--- config.mk ---
export PLATFORM = sky130hd
export DESIGN_NAME = pt_block_assembler
export DESIGN_NICKNAME = d
export VERILOG_FILES = /design/src/rtl/chacha_pkg.sv /design/src/rtl/pt_block_assembler.sv
export SDC_FILE = /design/constraint.sdc
export NUM_CORES = 1
export LEC_CHECK = 0
export CAP_MARGIN = 20
export CORE_MARGIN = 4
export CORE_UTILIZATION = 40
export DETAILED_ROUTE_END_ITERATION = 7
export PLACE_DENSITY = 0.66
export SLEW_MARGIN = 30
export SYNTH_ARGS = -nofsm -noshare
export SYNTH_HDL_FRONTEND = slang
export SYNTH_SLANG_ARGS = --single-unit
--- constraint.sdc ---
create_clock -name clk -period 2.75 [get_ports clk]
set_input_delay 0.275 -clock clk [delete_from_list [all_inputs] [get_ports clk]]
set_output_delay 0.275 -clock clk [all_outputs]
set_load 0.02 [all_outputs]
--- src/rtl/chacha_pkg.sv ---
// Shared definitions for the ChaCha20 datapath: the keystream generator,
// the XOR stage and the plaintext block assembler.
//   DATA_SIZE_DEF / NUM_MATRICES_DEF / NO_REG_DEF : default element and block geometry
//   elem_t / blk_t : one element, and one block of NO_REG_DEF elements
//   CTR_INIT_AEAD  : first block counter of an AEAD encryption
//   asm_state_e    : assembler states
package chacha_pkg;

    localparam int DATA_SIZE_DEF    = 8;
    localparam int NUM_MATRICES_DEF = 1;
    localparam int NO_REG_DEF       = 64 * NUM_MATRICES_DEF;
    localparam int CTR_INIT_AEAD    = 1;

    typedef logic [DATA_SIZE_DEF-1:0] elem_t;
    typedef elem_t                    blk_t [0:NO_REG_DEF-1];

    typedef enum logic {
        FILL = 1'b0,
        HOLD = 1'b1
    } asm_state_e;

endpackage

--- src/rtl/pt_block_assembler.sv ---
// Packs a byte-serial plaintext stream into NO_REG-element blocks for the
// keystream XOR stage, zero-padding a short final block, and tags each block
// with its length, end-of-message flag and ChaCha20 block counter.
// Ports:
//   clk, rst_n            : clock, asynchronous active-low reset
//   s_data/s_valid/s_last : input byte stream, s_last marks the final byte
//   s_ready               : byte accepted this cycle when s_valid is also high
//   char_in               : assembled block (unused tail is zero)
//   blk_valid/blk_ready   : block handshake toward the XOR stage
//   blk_len               : valid elements in the block, 1..NO_REG
//   blk_last              : block ends the message
//   blk_ctr               : block counter for this block
//   ctr_ovf               : sticky, set when the counter wraps inside a message
module pt_block_assembler
    import chacha_pkg::*;
#(
    parameter int DATA_SIZE    = DATA_SIZE_DEF,
    parameter int NUM_MATRICES = NUM_MATRICES_DEF,
    parameter int NO_REG       = 64 * NUM_MATRICES,
    parameter int CTR_W        = 32,
    parameter int CTR_INIT     = CTR_INIT_AEAD
) (
    input  logic                        clk,
    input  logic                        rst_n,
    input  logic [DATA_SIZE-1:0]        s_data,
    input  logic                        s_valid,
    input  logic                        s_last,
    output logic                        s_ready,
    output logic [DATA_SIZE-1:0]        char_in [0:NO_REG-1],
    output logic                        blk_valid,
    input  logic                        blk_ready,
    output logic [$clog2(NO_REG+1)-1:0] blk_len,
    output logic                        blk_last,
    output logic [CTR_W-1:0]            blk_ctr,
    output logic                        ctr_ovf
);

    localparam int                IDX_W    = $clog2(NO_REG);
    localparam int                LEN_W    = $clog2(NO_REG+1);
    localparam logic [IDX_W-1:0]  LAST_IDX = IDX_W'(NO_REG-1);
    localparam logic [CTR_W-1:0]  CTR_RST  = CTR_W'(CTR_INIT);
    localparam logic [CTR_W-1:0]  CTR_MAX  = {CTR_W{1'b1}};

    asm_state_e       state_q, state_d;
    logic [IDX_W-1:0] wr_idx;
    logic             accept, fin, hs;

    assign s_ready   = (state_q == FILL);
    assign blk_valid = (state_q == HOLD);
    assign accept    = s_valid && s_ready;
    // Block closes on the byte that fills the last slot or ends the message.
    assign fin       = accept && ((wr_idx == LAST_IDX) || s_last);
    assign hs        = blk_valid && blk_ready;

    always_ff @(posedge clk or negedge rst_n) begin
        if (!rst_n) state_q <= FILL;
        else        state_q <= state_d;
    end

    always_comb begin
        state_d = state_q;
        case (state_q)
            FILL:    if (fin) state_d = HOLD;
            HOLD:    if (hs)  state_d = FILL;
            default: state_d = FILL;
        endcase
    end

    always_ff @(posedge clk or negedge rst_n) begin
        if (!rst_n) begin
            wr_idx   <= '0;
            blk_len  <= '0;
            blk_last <= 1'b0;
            blk_ctr  <= CTR_RST;
            ctr_ovf  <= 1'b0;
            for (int i = 0; i < NO_REG; i++) char_in[i] <= '0;
        end else begin
            if (accept) begin
                char_in[wr_idx] <= s_data;
                if (wr_idx != LAST_IDX) wr_idx <= wr_idx + IDX_W'(1);
                if (fin) begin
                    blk_len  <= LEN_W'(wr_idx) + LEN_W'(1);
                    blk_last <= s_last;
                end
            end
            // Buffer is cleared on consume so a short next block is already zero-padded.
            if (hs) begin
                wr_idx   <= '0;
                blk_len  <= '0;
                blk_last <= 1'b0;
                for (int i = 0; i < NO_REG; i++) char_in[i] <= '0;
                if (blk_last) begin
                    blk_ctr <= CTR_RST;
                end else begin
                    blk_ctr <= blk_ctr + CTR_W'(1);
                    if (blk_ctr == CTR_MAX) ctr_ovf <= 1'b1;
                end
            end
        end
    end

endmodule

Word-level counts from Yosys, hierarchy flattened

Cells that the tools add are included.

$add $sub $neg: 3
Mux-type cells: 18
Bitwise operators: 3
Equal/unequal tests: 3
Reductions and logical operators: 11
Magnitude comparators: 2

Operators by type and width:

| cell                                               | count |
|---|---|
| two-way mux 512 bit                                | 2 |
| bitwise mux 512 bit                                | 1 |
| demux 8 bit (select 6 bit)                         | 1 |
| adder 32 x 1 -> 32 bit, second input constant      | 1 |
| equality test 32 bit, second input constant        | 1 |
| two-way mux 32 bit                                 | 1 |
| two-way mux 7 bit                                  | 3 |
| two-way mux 6 bit                                  | 3 |
| two-way mux 8 bit                                  | 1 |
| adder 6 x 1 -> 7 bit, second input constant        | 1 |
| >= comparator 7 bit, second input constant         | 1 |
| < comparator 7 x 1 -> 1 bit, second input constant | 1 |
| inverter 6 -> 7 bit                                | 1 |
| adder 6 x 1 -> 6 bit, second input constant        | 1 |
| equality test 6 bit, second input constant         | 1 |
| != test 6 bit, second input constant               | 1 |
| nonzero test 2 bit                                 | 3 |
| two-way mux 1 bit                                  | 5 |
| logical AND 1 bit                                  | 4 |
| AND reduction 2 bit                                | 2 |
| AND reduction 3 bit                                | 1 |
| inverter 1 bit                                     | 2 |
| case mux 1 bit (2 select lines)                    | 1 |
| logical OR 1 bit                                   | 1 |

Bits in registers: 560
Bits of input ports: 13
Output and inout bits: 555

Logic depth before layout (Yosys ltp)

Gate-level depths: netlist of the first run.

Word-level depth: 8
Mapped depth: 7
Gate-level depth less buffers: 5

Least setup slack after synthesis of the first run

Ideal clock, no wire load.

Kind: reg-to-reg
Start point: register blk_ctr[0]
End point: register blk_ctr[30]
Arrival: 2.142 ns
Cell stages (with the launch flop): 7
Slack: 0.529 ns
Library setup time: 0.078 ns
Period minus slack after synthesis: 2.221 ns
Buffers on the path: 1
Cell sequence: dfstp_2 > ha_1 > nand4_1 > or4_1 > buf_2 > or4_1 > a21oi_1

Longest elaborated chain between the ends: 2

Ends and longest elaborated chain:

| element                | line                     | RTL |
|---|---|---|
| from (decl)            | pt_block_assembler.sv:34 | `output logic [CTR_W-1:0] blk_ctr,` |
| from (signal assigned) | pt_block_assembler.sv:95 | `blk_ctr <= blk_ctr + CTR_W'(1);` |
| adder 32 x 1 -> 32 bit | pt_block_assembler.sv:95 |  |
| two-way mux 32 bit     | pt_block_assembler.sv:92 | `if (blk_last) begin` |

No other way between the ends.
A chain may end at the register's enable or synchronous reset.

Worst setup path in the final report of the first run

Start point: register state_q (netlist: blk_valid)
End point: output port s_ready

Longest elaborated chain between the ends: 1

Ends and longest elaborated chain:

| element                | line                     | RTL |
|---|---|---|
| from (decl)            | pt_block_assembler.sv:44 | `asm_state_e state_q, state_d;` |
| from (signal assigned) | pt_block_assembler.sv:57 | `else state_q <= state_d;` |
| inverter 1 bit         | -                        |  |
| to (decl)              | pt_block_assembler.sv:28 | `output logic s_ready,` |

No other way between the ends.

==> results of run 1 <==
-- final timing paths --
kind | to | slack [ns] | cells after the start
min in group asynchronous | blk_ctr[22]$_DFFE_PN0P_ | 0.23 | 2
setup reg to reg | blk_ctr[26]$_DFFE_PN0P_ | 0.24 | 5
setup / recovery | s_ready | 0.17 | 3
max in group asynchronous | char_in[243]$_DFFE_PN0P_ | 1.56 | 3
hold / removal | char_in[181]$_DFFE_PN0P_ | 0.21 | 3
hold reg to reg | ctr_ovf$_DFFE_PN0P_ | 0.48 | 1
-- logic make-up after synthesis --
group           after synthesis
simple gates                732
flops                       560
mux                         512
buf+inv                     169
compound gates               77
xor+xnor                     11
fa+ha+maj                     2
-- worst min-delay path, stage by stage --
cell and delay, ns:
buf_2 0.26, mux2i_1 0.19, nor2_1 0.05
-- layer usage --
layer / wire, um / part of all wire, %
met1: 32900 / 40
met3: 6570 / 8.1
met2: 39200 / 48
met5: 13 / 0.016
met4: 2730 / 3.4
-- cells in the final DEF (no fill, tap or decap), types with 5 or more instances in the layout --
master	Yosys	routed
nor3_4	22	22
or4_1	12	12
or3_1	11	11
and3_1	7	7
buf_2	31	8
nor2_1	519	519
clkdlybuf4s50_1	0	558
dfrtp_1	559	559
nand3_4	6	6
mux2i_1	511	511
xor2_1	6	6
o31ai_1	11	11
nand3_1	20	20
xnor2_1	5	5
clkbuf_1	116	12
clkinv_2	0	13
bufinv_16	0	6
buf_12	0	19
clkbuf_8	0	14
buf_4	3	59
nand3_2	27	27
nor3b_2	1	6
a21oi_1	27	27
nand2_1	47	47
clkbuf_16	0	59
o21ai_0	25	25
nand4_1	12	12
nor3_1	8	6
-- layout make-up --
type	count	share of cell area, %
clock buffer	85	5.22
clock inverter	20	0.774
inverter	4	0.0458
multi-input combinational	1334	28.6
sequential	560	42.7
tap	773	2.95
timing repair buffer	646	19.7
-- state kept, by name, indices dropped and copies added, names as in the netlist --
signal / cells
blk_len: 7
blk_valid: 1
blk_last: 1
wr_idx: 6
char_in: 512
ctr_ovf: 1
blk_ctr: 32
-- timing repair --
item / CTS / global route
setup endpoints to repair: 0 / 0
hold buffers: 1 / 0
endpoints found under the hold margin: 46 / 0
buffers inserted: 0 / 0
-- through the flow --
stage               utilization [%]  total power (uW)  area, sq um
finish                         55.4             20700        32800
detailed placement             52.0             12700        30800
global route                   55.4             21400        32800
floorplan                         -             10900        24000
CTS                            55.4             20800        32800
global placement               52.0             12600        30800
-- power by group --
| part | switching (uW) | internal [uW] |
|---|---|---|
| Combinational | 2160 | 1280 |
| Sequential | 457 | 8660 |
| Clock | 3270 | 4850 |
| Total | 5880 | 14800 |
==> flow_summary_export.csv, run 1 <==
group,metric,value,unit
outcome,outcome,"completed",
sta,finalHoldViolCount,0,
sta,fin_skew,0.0145,ns
clocking,clock_latency,0.61,ns
logic_synthesis,synth_compound_area_share,1.88,%
sta,fin_ws,0.171,ns
logic_synthesis,ys_ff_latch,560,
final_layout,num_antenna_cells,0,
clocking,cts.sinks,560,
critical_path,max_stage_delay,0.65,ns
logic_synthesis,dominantRegCellSynth,"dfrtp_1",
detailed_routing,first_pass_iters,5,
final_layout,regArea,14000,sq um
hold_path,hold_path.class,"in -> reg",
sta,worstMarginPinSlew,0.817,ns
logic_synthesis,ys_seq_area_share,58.4,%
place,globalplace.congestion,0.880,
sta,slew_violations,0,
critical_path,path_class,"reg -> out",
global_route,overflow,0,
global_route,grt_pass1_vias,18400,
detailed_routing,num_vias,18100,
power_and_ir_drop,p_leak,0.0166,uW
clocking,numCtsBuffers,57,
detailed_routing,vias_per_cell,5.29,
logic_synthesis,synth-async-reset-ratio,100,%
logic_synthesis,yosys-top-cells-count,"dfrtp_1, nor2_1, mux2i_1",
logic_synthesis,yosysMostFrequentCell,"dfrtp_1",
power_and_ir_drop,p_per_area,630,nW/um^2
place,dp_slack,0.260,ns
critical_path,path_buf_inv,3,
global_route,antenna_found_initial,1,
final_layout,drive_gt1_share,9.70,%
logic_synthesis,syn_area_per_cell,11.6,sq um
detailed_routing,drc,0,
place,dp.cells,3316,
detailed_routing,drt_iter0_markers,1248,
die,ios,568,
sta,hold_ws,0.209,ns
logic_synthesis,syn_nets,2078,
logic_synthesis,synth_cell_types,49,
critical_path,critPathCaptureType,"output pin",
critical_path,worstPathMaxFanout,11,
logic_synthesis,synth_top_area_share,58.2,%
flow_run,cap_violations,0,
detailed_routing,wl_per_cell,23.8,um
clocking,cts_max_level,2,
logic_synthesis,synthXorXnorAreaFrac,0.401,%
critical_path,r2r_start,"blk_ctr[0]$_DFFE_PN1P_",
logic_synthesis,synth_top_family_by_area,"multiplexers",
logic_synthesis,synth.area.mux_share,21.3,%
logic_synthesis,synthSimpleGateAreaFrac,15.1,%
final_layout,multiInputGateArea,9370,sq um
die,die_height,253,um
critical_path,crit_slowest_cell,"clkdlybuf4s50_1",
logic_synthesis,ys.warnings.count,0,
critical_path,startpoint,"blk_valid$_DFF_PN0_",
logic_synthesis,synthCells,2063,
global_route,grt_use_met1,31.7,%
critical_path,crit_arrival,2.30,ns
sta,relSlewSlack,45.5,%
critical_path,cp.required,2.48,ns
critical_path,crit_chain,"buf_4 > inv_1 > clkdlybuf4s50_1",
sta,clock.fmax,388,MHz
hold_path,holdCritStartpoint,"s_data[5]",
logic_synthesis,synth_edf_count,0,
die,placementRows,89,
sta,finalCritPeriodShare,93.8,%
critical_path,cp_top_family,"buffers and inverters",
clocking,cts_tree,"built",
detailed_routing,wl,81400,um
global_route,grt_usage,24.7,%
global_route,grtUsageMet3,7.19,%
clocking,post_cts_resized,0,
sta,rsz0062_at_grt,"no",
final_layout,fill_cells,5000,
logic_synthesis,synth_area_leader_cell,"dfrtp_1",
power_and_ir_drop,ir_drop,0.436,mV
final_layout,fin_nets,2618,
global_route,grt_pass1_wl,121000,um
sta,finalSetupTns,0,ns
sta,finalCriticalPeriod,2.58,ns
global_route,use_met2,40.9,%
place,dp_hpwl,54600,um
detailed_routing,ant_nets,0,
die,die_w,253,um
sta,setup_viol,0,
global_route,grt_max_degree,117,
logic_synthesis,synth_area,24000,sq um
global_route,top_usage_layer,"met2",
logic_synthesis,synth_fa_ha_area_share,0.104,%
die,start_util,40.5,%
die,die_area,64000,sq um
clocking,cts_root_buf,"clkbuf_16",
clocking,path_clk_slew,0.06,ns
clocking,cts.path.max_buffers,3,
critical_path,cp-start-kind,"register",
die,core_area,59200,sq um
final_layout,final_cells,3422,
final_layout,syn_to_final_growth,36.6,%
logic_synthesis,synthTopCellsByArea,"dfrtp_1, mux2i_1, nor2_1, clkbuf_1, nor3_4",
place,port_buffers,567,
Note: power is estimated with default switching activity, not from simulation.
==> run 2: changes to the inputs <==
- CTS_CLUSTER_SIZE: not set -> 16
- MAX_ROUTING_LAYER: not set -> met4
==> run 2 against run 1 <==
Sequential cell count stayed put. Sequential power about the same. Count of clock-buffer cells in the layout unchanged. First-iteration DRC count up 5.0%. Critical path type unchanged. Wire length down 0.83%. Clock power is 2% lower. Total power decreased by 0.98%. Non-clock buffer count down 3. Sequential share of layout area increased by 0.095 points. Final cell count down 0.15%. Design area decreased by 0.22%. Highest routed layer is now met4.
==> flow_summary_export.csv, run 2 (synthesized netlist as in run 1, its figures left out) <==
group,metric,value,unit
global_route,use_met2,39.8,%
detailed_routing,wl_per_cell,23.6,um
global_route,grtUsageMet3,7.07,%
detailed_routing,drt_iter0_markers,1310,
power_and_ir_drop,ir_drop,0.491,mV
detailed_routing,ant_nets,0,
critical_path,reg2reg_slack,0.38,ns
sta,slew_violations,0,
critical_path,critPathCaptureType,"output pin",
critical_path,path_buf_inv,3,
clocking,cts_max_level,2,
die,placementRows,89,
hold_path,hold_path.class,"in -> async",
die,die_area,64000,sq um
critical_path,r2r.worst_path.cells,6,
detailed_routing,drc,0,
sta,worstMarginPinSlew,0.970,ns
global_route,top_usage_layer,"met2",
final_layout,syn_to_final_growth,36.3,%
final_layout,fin_nets,2617,
clocking,holdBufCountCts,1,
clocking,path_clk_slew,0.06,ns
clocking,cts.sinks,560,
clocking,post_cts_resized,0,
final_layout,top_register,"char_in",
final_layout,drive_gt1_share,9.57,%
final_layout,most-common-layout-cells,"dfrtp_1, clkdlybuf4s50_1, nor2_1",
die,die_w,253,um
sta,clock.fmax,393,MHz
critical_path,cp_num_cells,3,
sta,fin_skew,0.0111,ns
critical_path,cp.required,2.48,ns
critical_path,path_class,"reg -> out",
die,core_area,59200,sq um
sta,finalSetupTns,0,ns
detailed_routing,num_vias,18000,
place,dp_hpwl,53900,um
critical_path,crit_slowest_cell,"clkdlybuf4s50_1",
final_layout,final_common_cell,"dfrtp_1",
final_layout,largest_reg_flops,512,
die,die_height,253,um
critical_path,crit_arrival,2.27,ns
sta,finalCriticalPeriod,2.54,ns
global_route,overflow,0,
power_and_ir_drop,total_power,20500,uW
place,port_buffers,567,
detailed_routing,wl,80700,um
global_route,grt_max_degree,178,
clocking,clock_latency,0.61,ns
sta,finalCritPeriodShare,92.4,%
global_route,antenna_found_initial,1,
critical_path,crit_chain,"buf_4 > inv_1 > clkdlybuf4s50_1",
sta,fin_ws,0.208,ns
flow_run,cap_violations,0,
die,start_util,40.5,%
clocking,cts.path.max_buffers,3,
die,ios,568,
final_layout,fill_cells,4974,
sta,relSlewSlack,35.4,%
global_route,grt_use_met1,31.5,%
critical_path,worstPathMaxFanout,11,
sta,finalHoldViolCount,0,
place,dp_slack,0.391,ns
global_route,grt_usage,25.2,%
global_route,grt_pass1_vias,18200,
clocking,postCtsSetupBuffers,0,
critical_path,cp_top_family,"buffers and inverters",
global_route,grt_pass1_wl,119000,um
power_and_ir_drop,p_leak,0.0166,uW
power_and_ir_drop,p_per_area,625,nW/um^2
outcome,outcome,"completed",
detailed_routing,vias_per_cell,5.27,
sta,setup_viol,0,
clocking,cts_root_buf,"clkbuf_16",
clocking,cts_tree,"built",
place,globalplace.congestion,0.898,
critical_path,cp-start-kind,"register",
sta,rsz0062_at_grt,"no",
clocking,numCtsBuffers,59,
critical_path,max_stage_delay,0.65,ns
final_layout,reg_top3,"char_in: 512 flops, blk_ctr: 32 flops, blk_len: 7 flops",
detailed_routing,first_pass_iters,5,
[run 2: final timing paths]
check,end,startpoint
worst max register to register,blk_ctr[26]$_DFFE_PN0P_,blk_ctr[0]$_DFFE_PN1P_
worst min-delay path,char_in[25]$_DFFE_PN0P_,rst_n
min in group clk,char_in[0]$_DFFE_PN0P_,s_data[0]
worst min register to register,ctr_ovf$_DFFE_PN0P_,ctr_ovf$_DFFE_PN0P_
max in group asynchronous,blk_ctr[0]$_DFFE_PN1P_,rst_n
worst max-delay path,s_ready,blk_valid$_DFF_PN0_
[run 2: metal layers]
metal / part of all wire, % / vias to the layer above / wire length (um)
li1: - / 8053 / -
met1: 41 / 9195 / 33000
met2: 47 / 627 / 38300
met3: 7.8 / 149 / 6330
met4: 3.8 / 0 / 3110
met5: 0 / - / 0
[run 2: metrics by stage]
stage               std cells  instance area [sq um]  utilization [%]  hold slack [ns]
global placement         3313                  30800             52.0            0.286
finish                   3417                  32700             55.3            0.232
global route             3417                  32700             55.3            0.269
CTS                      3416                  32700             55.3            0.219
floorplan                2063                  24000                -          -0.0206
detailed placement       3313                  30800             52.0            0.300
[run 2: worst reg2reg max path: stages (launching register included)]
cell and delay (ns):
dfstp_2 0.57, ha_1 0.27, nand4_1 0.14, or4_1 0.55
buf_4 0.20, or4_1 0.41, a21oi_1 0.16
[run 2: where the power goes]
part	total, uW	internal (uW)	leakage, uW	switching [uW]
Clock	7950	4680	0.000962	3280
Sequential	9100	8660	0.00777	443
Combinational	3400	1270	0.00782	2130
[run 2: cell type report]
class                   count  area (sq um)  area share, %
diodes                      1          2.50        0.00764
clock buffers              85          1760           5.37
clock inverters            17           171          0.524
inverters                   4          15.0         0.0459
multi-input cells        1334          9370           28.6
flip-flops and latches    560         14000           42.8
well taps                 773           967           2.95
repair buffers            643          6440           19.7
==> run 3: changes to the inputs <==
- SLEW_MARGIN: 30 -> 10
==> results of run 3 <==
Same layout as run 2: the final DEF is identical, and so are final timing and power.
